**src/rtl/id_ex_if.sv**
```systemverilog
// ID/EX boundary bundle: decoded inputs from the front end, registered EX outputs,
// the load-use stall request and the stall counter.
interface id_ex_if #(
  parameter int unsigned XLEN  = 32,
  parameter int unsigned CNT_W = 16
);
  logic             flush;
  logic             id_valid;
  logic             alu_src;
  logic             branch;
  logic             mem_read;
  logic             mem_write;
  logic             mem_to_reg;
  logic             reg_write;
  logic [1:0]       alu_op;
  logic [XLEN-1:0]  id_pc;
  logic [XLEN-1:0]  id_rs1_data;
  logic [XLEN-1:0]  id_rs2_data;
  logic [XLEN-1:0]  id_imm;
  logic [4:0]       id_rs1;
  logic [4:0]       id_rs2;
  logic [4:0]       id_rd;
  logic [3:0]       id_funct;

  logic             stall;
  logic             ex_valid;
  logic             ex_alu_src;
  logic             ex_branch;
  logic             ex_mem_read;
  logic             ex_mem_write;
  logic             ex_mem_to_reg;
  logic             ex_reg_write;
  logic [1:0]       ex_alu_op;
  logic [XLEN-1:0]  ex_pc;
  logic [XLEN-1:0]  ex_rs1_data;
  logic [XLEN-1:0]  ex_rs2_data;
  logic [XLEN-1:0]  ex_imm;
  logic [4:0]       ex_rs1;
  logic [4:0]       ex_rs2;
  logic [4:0]       ex_rd;
  logic [3:0]       ex_funct;
  logic [CNT_W-1:0] stall_count;

  modport master (
    output flush, id_valid, alu_src, branch, mem_read, mem_write, mem_to_reg, reg_write,
           alu_op, id_pc, id_rs1_data, id_rs2_data, id_imm, id_rs1, id_rs2, id_rd, id_funct,
    input  stall, ex_valid, ex_alu_src, ex_branch, ex_mem_read, ex_mem_write, ex_mem_to_reg,
           ex_reg_write, ex_alu_op, ex_pc, ex_rs1_data, ex_rs2_data, ex_imm, ex_rs1, ex_rs2,
           ex_rd, ex_funct, stall_count
  );

  modport slave (
    input  flush, id_valid, alu_src, branch, mem_read, mem_write, mem_to_reg, reg_write,
           alu_op, id_pc, id_rs1_data, id_rs2_data, id_imm, id_rs1, id_rs2, id_rd, id_funct,
    output stall, ex_valid, ex_alu_src, ex_branch, ex_mem_read, ex_mem_write, ex_mem_to_reg,
           ex_reg_write, ex_alu_op, ex_pc, ex_rs1_data, ex_rs2_data, ex_imm, ex_rs1, ex_rs2,
           ex_rd, ex_funct, stall_count
  );
endinterface

```
**src/rtl/id_ex_stage.sv**
```systemverilog
// ID/EX pipeline register with load-use hazard detection, flush squash and a
// saturating stall-cycle counter.
module id_ex_stage #(
  parameter int unsigned XLEN  = 32,
  parameter int unsigned CNT_W = 16
) (
  input  logic  clk,
  input  logic  reset,
  id_ex_if.slave bus
);

  typedef struct packed {
    logic       alu_src;
    logic       branch;
    logic       mem_read;
    logic       mem_write;
    logic       mem_to_reg;
    logic       reg_write;
    logic [1:0] alu_op;
  } ctrl_t;

  typedef struct packed {
    logic [XLEN-1:0] pc;
    logic [XLEN-1:0] rs1_data;
    logic [XLEN-1:0] rs2_data;
    logic [XLEN-1:0] imm;
    logic [4:0]      rs1;
    logic [4:0]      rs2;
    logic [4:0]      rd;
    logic [3:0]      funct;
  } data_t;

  logic             valid_d, valid_q;
  ctrl_t            ctrl_d, ctrl_q;
  data_t            data_d, data_q;
  logic [CNT_W-1:0] cnt_d, cnt_q;
  logic             uses_rs2;
  logic             hazard;
  logic             stall;

  always_comb begin
    uses_rs2 = ~bus.alu_src | bus.mem_write;
    hazard   = valid_q & ctrl_q.mem_read & (data_q.rd != '0) & bus.id_valid &
               ((bus.id_rs1 == data_q.rd) | (uses_rs2 & (bus.id_rs2 == data_q.rd)));
    // A flushed ID instruction is discarded anyway, so it must not hold the front end.
    stall    = hazard & ~bus.flush;

    data_d.pc       = bus.id_pc;
    data_d.rs1_data = bus.id_rs1_data;
    data_d.rs2_data = bus.id_rs2_data;
    data_d.imm      = bus.id_imm;
    data_d.rs1      = bus.id_rs1;
    data_d.rs2      = bus.id_rs2;
    data_d.rd       = bus.id_rd;
    data_d.funct    = bus.id_funct;

    valid_d = bus.id_valid & ~bus.flush & ~stall;
    ctrl_d  = '0;
    if (valid_d) begin
      ctrl_d.alu_src    = bus.alu_src;
      ctrl_d.branch     = bus.branch;
      ctrl_d.mem_read   = bus.mem_read;
      ctrl_d.mem_write  = bus.mem_write;
      // Stores and branches leave mem_to_reg undefined; gating with reg_write pins it to 0.
      ctrl_d.mem_to_reg = bus.mem_to_reg & bus.reg_write;
      ctrl_d.reg_write  = bus.reg_write;
      ctrl_d.alu_op     = bus.alu_op;
    end

    cnt_d = cnt_q;
    if (stall && (cnt_q != '1)) begin
      cnt_d = cnt_q + CNT_W'(1);
    end
  end

  always_ff @(posedge clk) begin
    if (reset) begin
      valid_q <= 1'b0;
      ctrl_q  <= '0;
      data_q  <= '0;
      cnt_q   <= '0;
    end else begin
      valid_q <= valid_d;
      ctrl_q  <= ctrl_d;
      data_q  <= data_d;
      cnt_q   <= cnt_d;
    end
  end

  assign bus.stall         = stall;
  assign bus.ex_valid      = valid_q;
  assign bus.ex_alu_src    = ctrl_q.alu_src;
  assign bus.ex_branch     = ctrl_q.branch;
  assign bus.ex_mem_read   = ctrl_q.mem_read;
  assign bus.ex_mem_write  = ctrl_q.mem_write;
  assign bus.ex_mem_to_reg = ctrl_q.mem_to_reg;
  assign bus.ex_reg_write  = ctrl_q.reg_write;
  assign bus.ex_alu_op     = ctrl_q.alu_op;
  assign bus.ex_pc         = data_q.pc;
  assign bus.ex_rs1_data   = data_q.rs1_data;
  assign bus.ex_rs2_data   = data_q.rs2_data;
  assign bus.ex_imm        = data_q.imm;
  assign bus.ex_rs1        = data_q.rs1;
  assign bus.ex_rs2        = data_q.rs2;
  assign bus.ex_rd         = data_q.rd;
  assign bus.ex_funct      = data_q.funct;
  assign bus.stall_count   = cnt_q;

endmodule
```
**src/flat_wrapper.sv**
```systemverilog
// flat-port wrapper written by rule: the top's interface ports become plain ports
module id_ex_stage_flat 
#(
  parameter int unsigned XLEN  = 32,
  parameter int unsigned CNT_W = 16
)
  (clk, reset, bus_flush, bus_id_valid, bus_alu_src, bus_branch, bus_mem_read, bus_mem_write, bus_mem_to_reg, bus_reg_write, bus_alu_op, bus_id_pc, bus_id_rs1_data, bus_id_rs2_data, bus_id_imm, bus_id_rs1, bus_id_rs2, bus_id_rd, bus_id_funct, bus_stall, bus_ex_valid, bus_ex_alu_src, bus_ex_branch, bus_ex_mem_read, bus_ex_mem_write, bus_ex_mem_to_reg, bus_ex_reg_write, bus_ex_alu_op, bus_ex_pc, bus_ex_rs1_data, bus_ex_rs2_data, bus_ex_imm, bus_ex_rs1, bus_ex_rs2, bus_ex_rd, bus_ex_funct, bus_stall_count);
  id_ex_if #(.XLEN(XLEN), .CNT_W(CNT_W)) bus_i ();
  input  logic clk;
  input  logic reset;
  input wire logic [$bits(bus_i.flush)-1:0] bus_flush;
  input wire logic [$bits(bus_i.id_valid)-1:0] bus_id_valid;
  input wire logic [$bits(bus_i.alu_src)-1:0] bus_alu_src;
  input wire logic [$bits(bus_i.branch)-1:0] bus_branch;
  input wire logic [$bits(bus_i.mem_read)-1:0] bus_mem_read;
  input wire logic [$bits(bus_i.mem_write)-1:0] bus_mem_write;
  input wire logic [$bits(bus_i.mem_to_reg)-1:0] bus_mem_to_reg;
  input wire logic [$bits(bus_i.reg_write)-1:0] bus_reg_write;
  input wire logic [$bits(bus_i.alu_op)-1:0] bus_alu_op;
  input wire logic [$bits(bus_i.id_pc)-1:0] bus_id_pc;
  input wire logic [$bits(bus_i.id_rs1_data)-1:0] bus_id_rs1_data;
  input wire logic [$bits(bus_i.id_rs2_data)-1:0] bus_id_rs2_data;
  input wire logic [$bits(bus_i.id_imm)-1:0] bus_id_imm;
  input wire logic [$bits(bus_i.id_rs1)-1:0] bus_id_rs1;
  input wire logic [$bits(bus_i.id_rs2)-1:0] bus_id_rs2;
  input wire logic [$bits(bus_i.id_rd)-1:0] bus_id_rd;
  input wire logic [$bits(bus_i.id_funct)-1:0] bus_id_funct;
  output wire logic [$bits(bus_i.stall)-1:0] bus_stall;
  output wire logic [$bits(bus_i.ex_valid)-1:0] bus_ex_valid;
  output wire logic [$bits(bus_i.ex_alu_src)-1:0] bus_ex_alu_src;
  output wire logic [$bits(bus_i.ex_branch)-1:0] bus_ex_branch;
  output wire logic [$bits(bus_i.ex_mem_read)-1:0] bus_ex_mem_read;
  output wire logic [$bits(bus_i.ex_mem_write)-1:0] bus_ex_mem_write;
  output wire logic [$bits(bus_i.ex_mem_to_reg)-1:0] bus_ex_mem_to_reg;
  output wire logic [$bits(bus_i.ex_reg_write)-1:0] bus_ex_reg_write;
  output wire logic [$bits(bus_i.ex_alu_op)-1:0] bus_ex_alu_op;
  output wire logic [$bits(bus_i.ex_pc)-1:0] bus_ex_pc;
  output wire logic [$bits(bus_i.ex_rs1_data)-1:0] bus_ex_rs1_data;
  output wire logic [$bits(bus_i.ex_rs2_data)-1:0] bus_ex_rs2_data;
  output wire logic [$bits(bus_i.ex_imm)-1:0] bus_ex_imm;
  output wire logic [$bits(bus_i.ex_rs1)-1:0] bus_ex_rs1;
  output wire logic [$bits(bus_i.ex_rs2)-1:0] bus_ex_rs2;
  output wire logic [$bits(bus_i.ex_rd)-1:0] bus_ex_rd;
  output wire logic [$bits(bus_i.ex_funct)-1:0] bus_ex_funct;
  output wire logic [$bits(bus_i.stall_count)-1:0] bus_stall_count;
  assign bus_i.flush = bus_flush;
  assign bus_i.id_valid = bus_id_valid;
  assign bus_i.alu_src = bus_alu_src;
  assign bus_i.branch = bus_branch;
  assign bus_i.mem_read = bus_mem_read;
  assign bus_i.mem_write = bus_mem_write;
  assign bus_i.mem_to_reg = bus_mem_to_reg;
  assign bus_i.reg_write = bus_reg_write;
  assign bus_i.alu_op = bus_alu_op;
  assign bus_i.id_pc = bus_id_pc;
  assign bus_i.id_rs1_data = bus_id_rs1_data;
  assign bus_i.id_rs2_data = bus_id_rs2_data;
  assign bus_i.id_imm = bus_id_imm;
  assign bus_i.id_rs1 = bus_id_rs1;
  assign bus_i.id_rs2 = bus_id_rs2;
  assign bus_i.id_rd = bus_id_rd;
  assign bus_i.id_funct = bus_id_funct;
  assign bus_stall = bus_i.stall;
  assign bus_ex_valid = bus_i.ex_valid;
  assign bus_ex_alu_src = bus_i.ex_alu_src;
  assign bus_ex_branch = bus_i.ex_branch;
  assign bus_ex_mem_read = bus_i.ex_mem_read;
  assign bus_ex_mem_write = bus_i.ex_mem_write;
  assign bus_ex_mem_to_reg = bus_i.ex_mem_to_reg;
  assign bus_ex_reg_write = bus_i.ex_reg_write;
  assign bus_ex_alu_op = bus_i.ex_alu_op;
  assign bus_ex_pc = bus_i.ex_pc;
  assign bus_ex_rs1_data = bus_i.ex_rs1_data;
  assign bus_ex_rs2_data = bus_i.ex_rs2_data;
  assign bus_ex_imm = bus_i.ex_imm;
  assign bus_ex_rs1 = bus_i.ex_rs1;
  assign bus_ex_rs2 = bus_i.ex_rs2;
  assign bus_ex_rd = bus_i.ex_rd;
  assign bus_ex_funct = bus_i.ex_funct;
  assign bus_stall_count = bus_i.stall_count;
  id_ex_stage #(.XLEN(XLEN), .CNT_W(CNT_W)) u_core (.clk(clk), .reset(reset), .bus(bus_i));
endmodule
```
**config.mk**
```make
export PLATFORM = sky130hd
export DESIGN_NAME = id_ex_stage_flat
export DESIGN_NICKNAME = d
export VERILOG_FILES = /design/src/rtl/id_ex_if.sv /design/src/rtl/id_ex_stage.sv /design/src/flat_wrapper.sv
export SDC_FILE = /design/constraint.sdc
export NUM_CORES = 1
export LEC_CHECK = 0
export BUFFER_PORTS_ARGS = -buffer_cell sky130_fd_sc_hd__buf_4
export CORE_AREA = 2 2 131 133
export CTS_BUF_LIST = sky130_fd_sc_hd__clkbuf_4
export CTS_CLUSTER_SIZE = 8
export DETAILED_ROUTE_END_ITERATION = 8
export DIE_AREA = 0 0 133 135
export PLACE_DENSITY = 0.64
export SYNTH_ARGS = -nofsm -noshare
export SYNTH_HDL_FRONTEND = slang
export SYNTH_SLANG_ARGS = --single-unit
```
**constraint.sdc**
```tcl
create_clock -name clk -period 2.4 [get_ports clk]
set_clock_uncertainty 0.15 [all_clocks]
set_input_delay 0.6 -clock clk [delete_from_list [all_inputs] [get_ports clk]]
set_output_delay 0.6 -clock clk [all_outputs]
set_load 0.02 [all_outputs]
```
# Word level (Yosys, flattened, before mapping)
# Index checks and enable logic that the tools add are counted.
# word_totals
wordCells	39
in_bits	159
reg_bits	172
output_inout_bits	173
# classes
addsub	1
bitwise	15
n_reduce_logical	3
n_eq_ne	3
# ops
cell	count
$add A16 B1 Y16 const B	1
$ne A16 B16 Y1 const B	1
$eq A5 B5 Y1	2
$and A1 B1 Y1	9
$reduce_bool A5 Y1	1
$not A1 Y1	4
$or A1 B1 Y1	2
$reduce_or A2 Y1	1
$logic_and A1 B1 Y1	1

# Logic depth before layout (Yosys ltp)
# depth
depth_word	10
mapped_depth	7
mapped_depth_nobuf	6

# Worst setup path after synthesis
# Ideal clock, no wire load.
# synth_timing
kind	input-to-output
from	in bus_id_rs2[3]
to	out bus_stall
t_arrival_ps	1796
t_required_ps	1650
path_stages	6
slack_ps	-146
path_cell_list	xor2_1 -> nor4_1 -> a22oi_1 -> buf_2 -> clkbuf_1 -> nor2_1
# synth_via
elab_chain_len	5
# synth_lines
item	line	source
from (decl)	flat_wrapper.sv:25	input wire logic [$bits(bus_i.id_rs2)-1:0] bus_id_rs2;
$eq A5 B5 Y1	id_ex_stage.sv:44	((bus.id_rs1 == data_q.rd) | (uses_rs2 & (bus.id_rs2 == data_q.rd)));
$and A1 B1 Y1	id_ex_stage.sv:44	
$or A1 B1 Y1	id_ex_stage.sv:44	
$and A1 B1 Y1	id_ex_stage.sv:43	hazard = valid_q & ctrl_q.mem_read & (data_q.rd != '0) & bus.id_valid &
$and A1 B1 Y1	id_ex_stage.sv:46	stall = hazard & ~bus.flush;
to (decl)	flat_wrapper.sv:28	output wire logic [$bits(bus_i.stall)-1:0] bus_stall;
# Every way passes these cells.

# Final worst setup path
# layout_timing
from	reg u_core.data_q, in the netlist u_core.bus.ex_rd[3]
to	out bus_stall
# layout_via
elab_chain_len	5
word_cells_on_any_way	9
cone_classes	2 x eq/ne; 6 x bitwise; 1 x reduce/logical
# layout_lines
item	line	source
from (decl)	id_ex_stage.sv:35	data_t data_d, data_q;
from (signal assigned)	id_ex_stage.sv:85	data_q <= data_d;
$eq A5 B5 Y1 or $reduce_bool A5 Y1 (tied branches)	id_ex_stage.sv:44, id_ex_stage.sv:43	
$and A1 B1 Y1 (on tied branches)	id_ex_stage.sv:44, id_ex_stage.sv:43	
$or A1 B1 Y1 or $and A1 B1 Y1 (tied branches)	id_ex_stage.sv:44, id_ex_stage.sv:43	
$and A1 B1 Y1 (*)	id_ex_stage.sv:43	
$and A1 B1 Y1 (*)	id_ex_stage.sv:46	
# Every way passes the cells marked *; elsewhere a longest branch is shown, timed or not.

==> impl_metrics.json <==
{
  "status": "complete, but fails checks",
  "violations": "negative setup slack",
  "antenna_found_initial": 0,
  "period_share": 1.04,
  "slew_viol_final": 0,
  "setup_viol": 1,
  "syn_area_um2": 5160,
  "p_int_uw": 4280,
  "ys_seq_area_frac": 0.667,
  "grt_use_met3": 0.0724,
  "critical_path.max_fanout": 2,
  "slew_headroom": 0.654,
  "cpMaxStageDelayCell": "dfxtp_2",
  "coreArea_um2": 16400,
  "min_period_ns": 2.50,
  "fin_area_um2": 8480,
  "drt_wl_total_mm": 15.3,
  "clk_pin_slew_ns": 0.16,
  "vias": 4439,
  "switching_share": 0.251,
  "cts.path.max_buffers": 2,
  "end_kind": "output pin",
  "netlist.top_cell.by_area": "dfxtp_1",
  "use_met1": 0.172,
  "path_cells": "xor2_2, nor4_2, a22oi_2, nor2_4, buf_6",
  "yosys_warnings": 0,
  "synth_fp_nets": 615,
  "cts_root_buf": "clkbuf_4",
  "synth_area_per_cell_um2": 11.3,
  "ys_ff_latch": 172,
  "grt_remaining_overflow": 0,
  "synthCells": 455,
  "dpl_cell_area_um2": 7990,
  "drive_above_1_share": 0.491,
  "drt_first_pass_iters": 4,
  "grt_pass1_wl_mm": 23.2,
  "dpl.cell_count": 1001,
  "numCtsBuffers": 17,
  "fin_nets": 964,
  "drtIter0Drc": 147,
  "max_stage_delay_ns": 0.36,
  "start_util": 0.315,
  "seqPwrFrac": 0.531,
  "cts_sinks": 172,
  "fin_util": 0.517,
  "die_area_um2": 18000,
  "synth_edf_count": 0,
  "power.switching_uw": 1430,
  "rsz0062_at_grt": "true",
  "tritoncts": "built",
  "path_class": "flop to output pin",
  "wire_per_inst_um": 14.7,
  "synth_cell_type_count": 30,
  "die_h_um": 135,
  "crit_family": "simple AND/OR/NAND/NOR gates",
  "stdcell_count": 1037,
  "cts_max_level": 4,
  "drc_errors": 0,
  "fp.dieW_um": 133,
  "setup_tns_ns": -0.105,
  "max-vdd-ir-drop_uv": 281,
  "busiest_layer": "met2",
  "clockPowerShare": 0.330,
  "row_count": 47,
  "yosys_most_used_dff": "dfxtp_1",
  "postCtsHoldBufs": 0,
  "detail_route.vias_per_cell": 4.28,
  "cp.required_ns": 1.65,
  "power.density_nw_per_um2": 673,
  "hpwl_mm": 11.7,
  "grt_max_degree": 62,
  "arrival_ns": 1.75,
  "diodes": 0,
  "whs_ns": 0.0994,
  "synthTopCellsByArea": "dfxtp_1, nor2b_1, xor2_1",
  "pin_count": 332,
  "routabilityCongestion": 0.875,
  "yosys.area.top_type_share": 0.667,
  "async_flop_share": 0,
  "hold_path.class": "input pin to flop",
  "gr-usage-met2": 0.293,
  "max_freq_mhz": 399,
  "clock_latency_ns": 0.54,
  "combinationalPowerShare": 0.138,
  "syn2layout_area_growth_pct": 64.3,
  "antenna_left": 0,
  "grt_usage": 0.164,
  "cp_num_buf_inv": 1,
  "final_hold_viol_count": 0,
  "fin_ws_ns": -0.105,
  "grt_pass1_vias": 4540,
  "tightestPinTransition_ns": 0.518,
  "cap_viol_max_count": 0,
  "p_leak_uw": 0.00394,
  "start_kind": "flop",
  "portBuffers": 331
}
## synth_stat cells (2+ instances only)
| cell | number |
|---|---|
| a21oi_1 | 15 |
| and2_1 | 8 |
| and3_1 | 2 |
| buf_2 | 2 |
| clkbuf_1 | 21 |
| dfxtp_1 | 172 |
| inv_1 | 4 |
| mux2_2 | 2 |
| nand2_1 | 6 |
| nand3_1 | 6 |
| nand4_1 | 7 |
| nor2_1 | 8 |
| nor2b_1 | 150 |
| nor3_1 | 3 |
| nor4_1 | 2 |
| o21ai_0 | 6 |
| o31ai_1 | 7 |
| or3_1 | 5 |
| or4_1 | 9 |
| xor2_1 | 10 |
## kinds of logic after synthesis
family                     synth area share
adders and majority gates           0.00242
and+or+nand+nor                       0.252
AOI/OAI and AO/OA                    0.0352
buffers and inverters                0.0201
xor gates and xnor gates             0.0170
DFF                                   0.667
muxes                               0.00654
## power by group through the flow
stage               Clock (µW)  Sequential [µW]  Combinational (µW)
floorplan                    0             3270                 142
global placement             0             3100                 769
detailed placement           0             3100                 774
CTS                       1970             3030                 783
global route              2090             3050                 841
finish                    1890             3030                 790
## worst reg2reg max path, cell delays in order (launching register included)
cell	delay, ns
dfxtp_2	0.36
xor2_2	0.15
nor4_2	0.32
a22oi_2	0.17
buf_4	0.16
buf_6	0.13
or4_1	0.53
mux2_1	0.32
## placed cells by master, fill, tap and decap left out, types with 3 or more instances in the layout
cell       Yosys  final
nor3_1         3      3
buf_6          0      3
nand4_1        7      7
and2_1         8      8
or3_1          5      5
inv_6          0      5
bufinv_16      0      4
nor2b_1      150    150
o21ai_0        6      6
nand3_1        6      6
nand2_1        6      6
inv_1          4      4
buf_4          0    346
clkbuf_4       0     18
or4_1          9      7
a21oi_1       15     12
a21oi_2        0      3
xor2_1        10      9
nor2_1         8      7
o31ai_1        7      7
dfxtp_1      172    169
## area by class of cell
cell class                 count  area (µm²)
timing repair buffer         353        2720
clock buffer                  18         135
clock inverter                14         203
fill                        1497        7930
inverter                       4        15.0
sequential                   172        3450
tap                          220         275
multi-input combinational    256        1680
## what timing repair did
action / CTS / global route
setup endpoints to repair: 1 / 9
resized for setup: 8 / 14
cloned: 0 / 2
pin swaps: 5 / 12
buffers inserted: 3 / 0
## worst paths after layout
path | start | end | slack, ns | depth (start not counted)
setup reg to reg | u_core.bus.ex_rd[3] | u_core.bus.stall_count[11] | 0.02 | 7
hold reg to reg | u_core.bus.stall_count[5] | u_core.bus.stall_count[5] | 0.39 | 2
hold / removal | bus_id_imm[23] | u_core.bus.ex_imm[23] | 0.1 | 2
setup / recovery | u_core.bus.ex_rd[3] | bus_stall | -0.10 | 5
## through the flow
step	power [µW]	worst slack [ns]
CTS	5790	-0.193
floorplan	3410	0.0238
global route	5980	-0.265
global placement	3860	-0.116
finish	5710	-0.105
detailed placement	3870	-0.130
## layer usage
metal	routed length, µm	part of all wire
met2	7800	0.51
met5	0	0
met3	1510	0.099
met1	5700	0.37
met4	260	0.017
(Power assumes the default switching activity.)
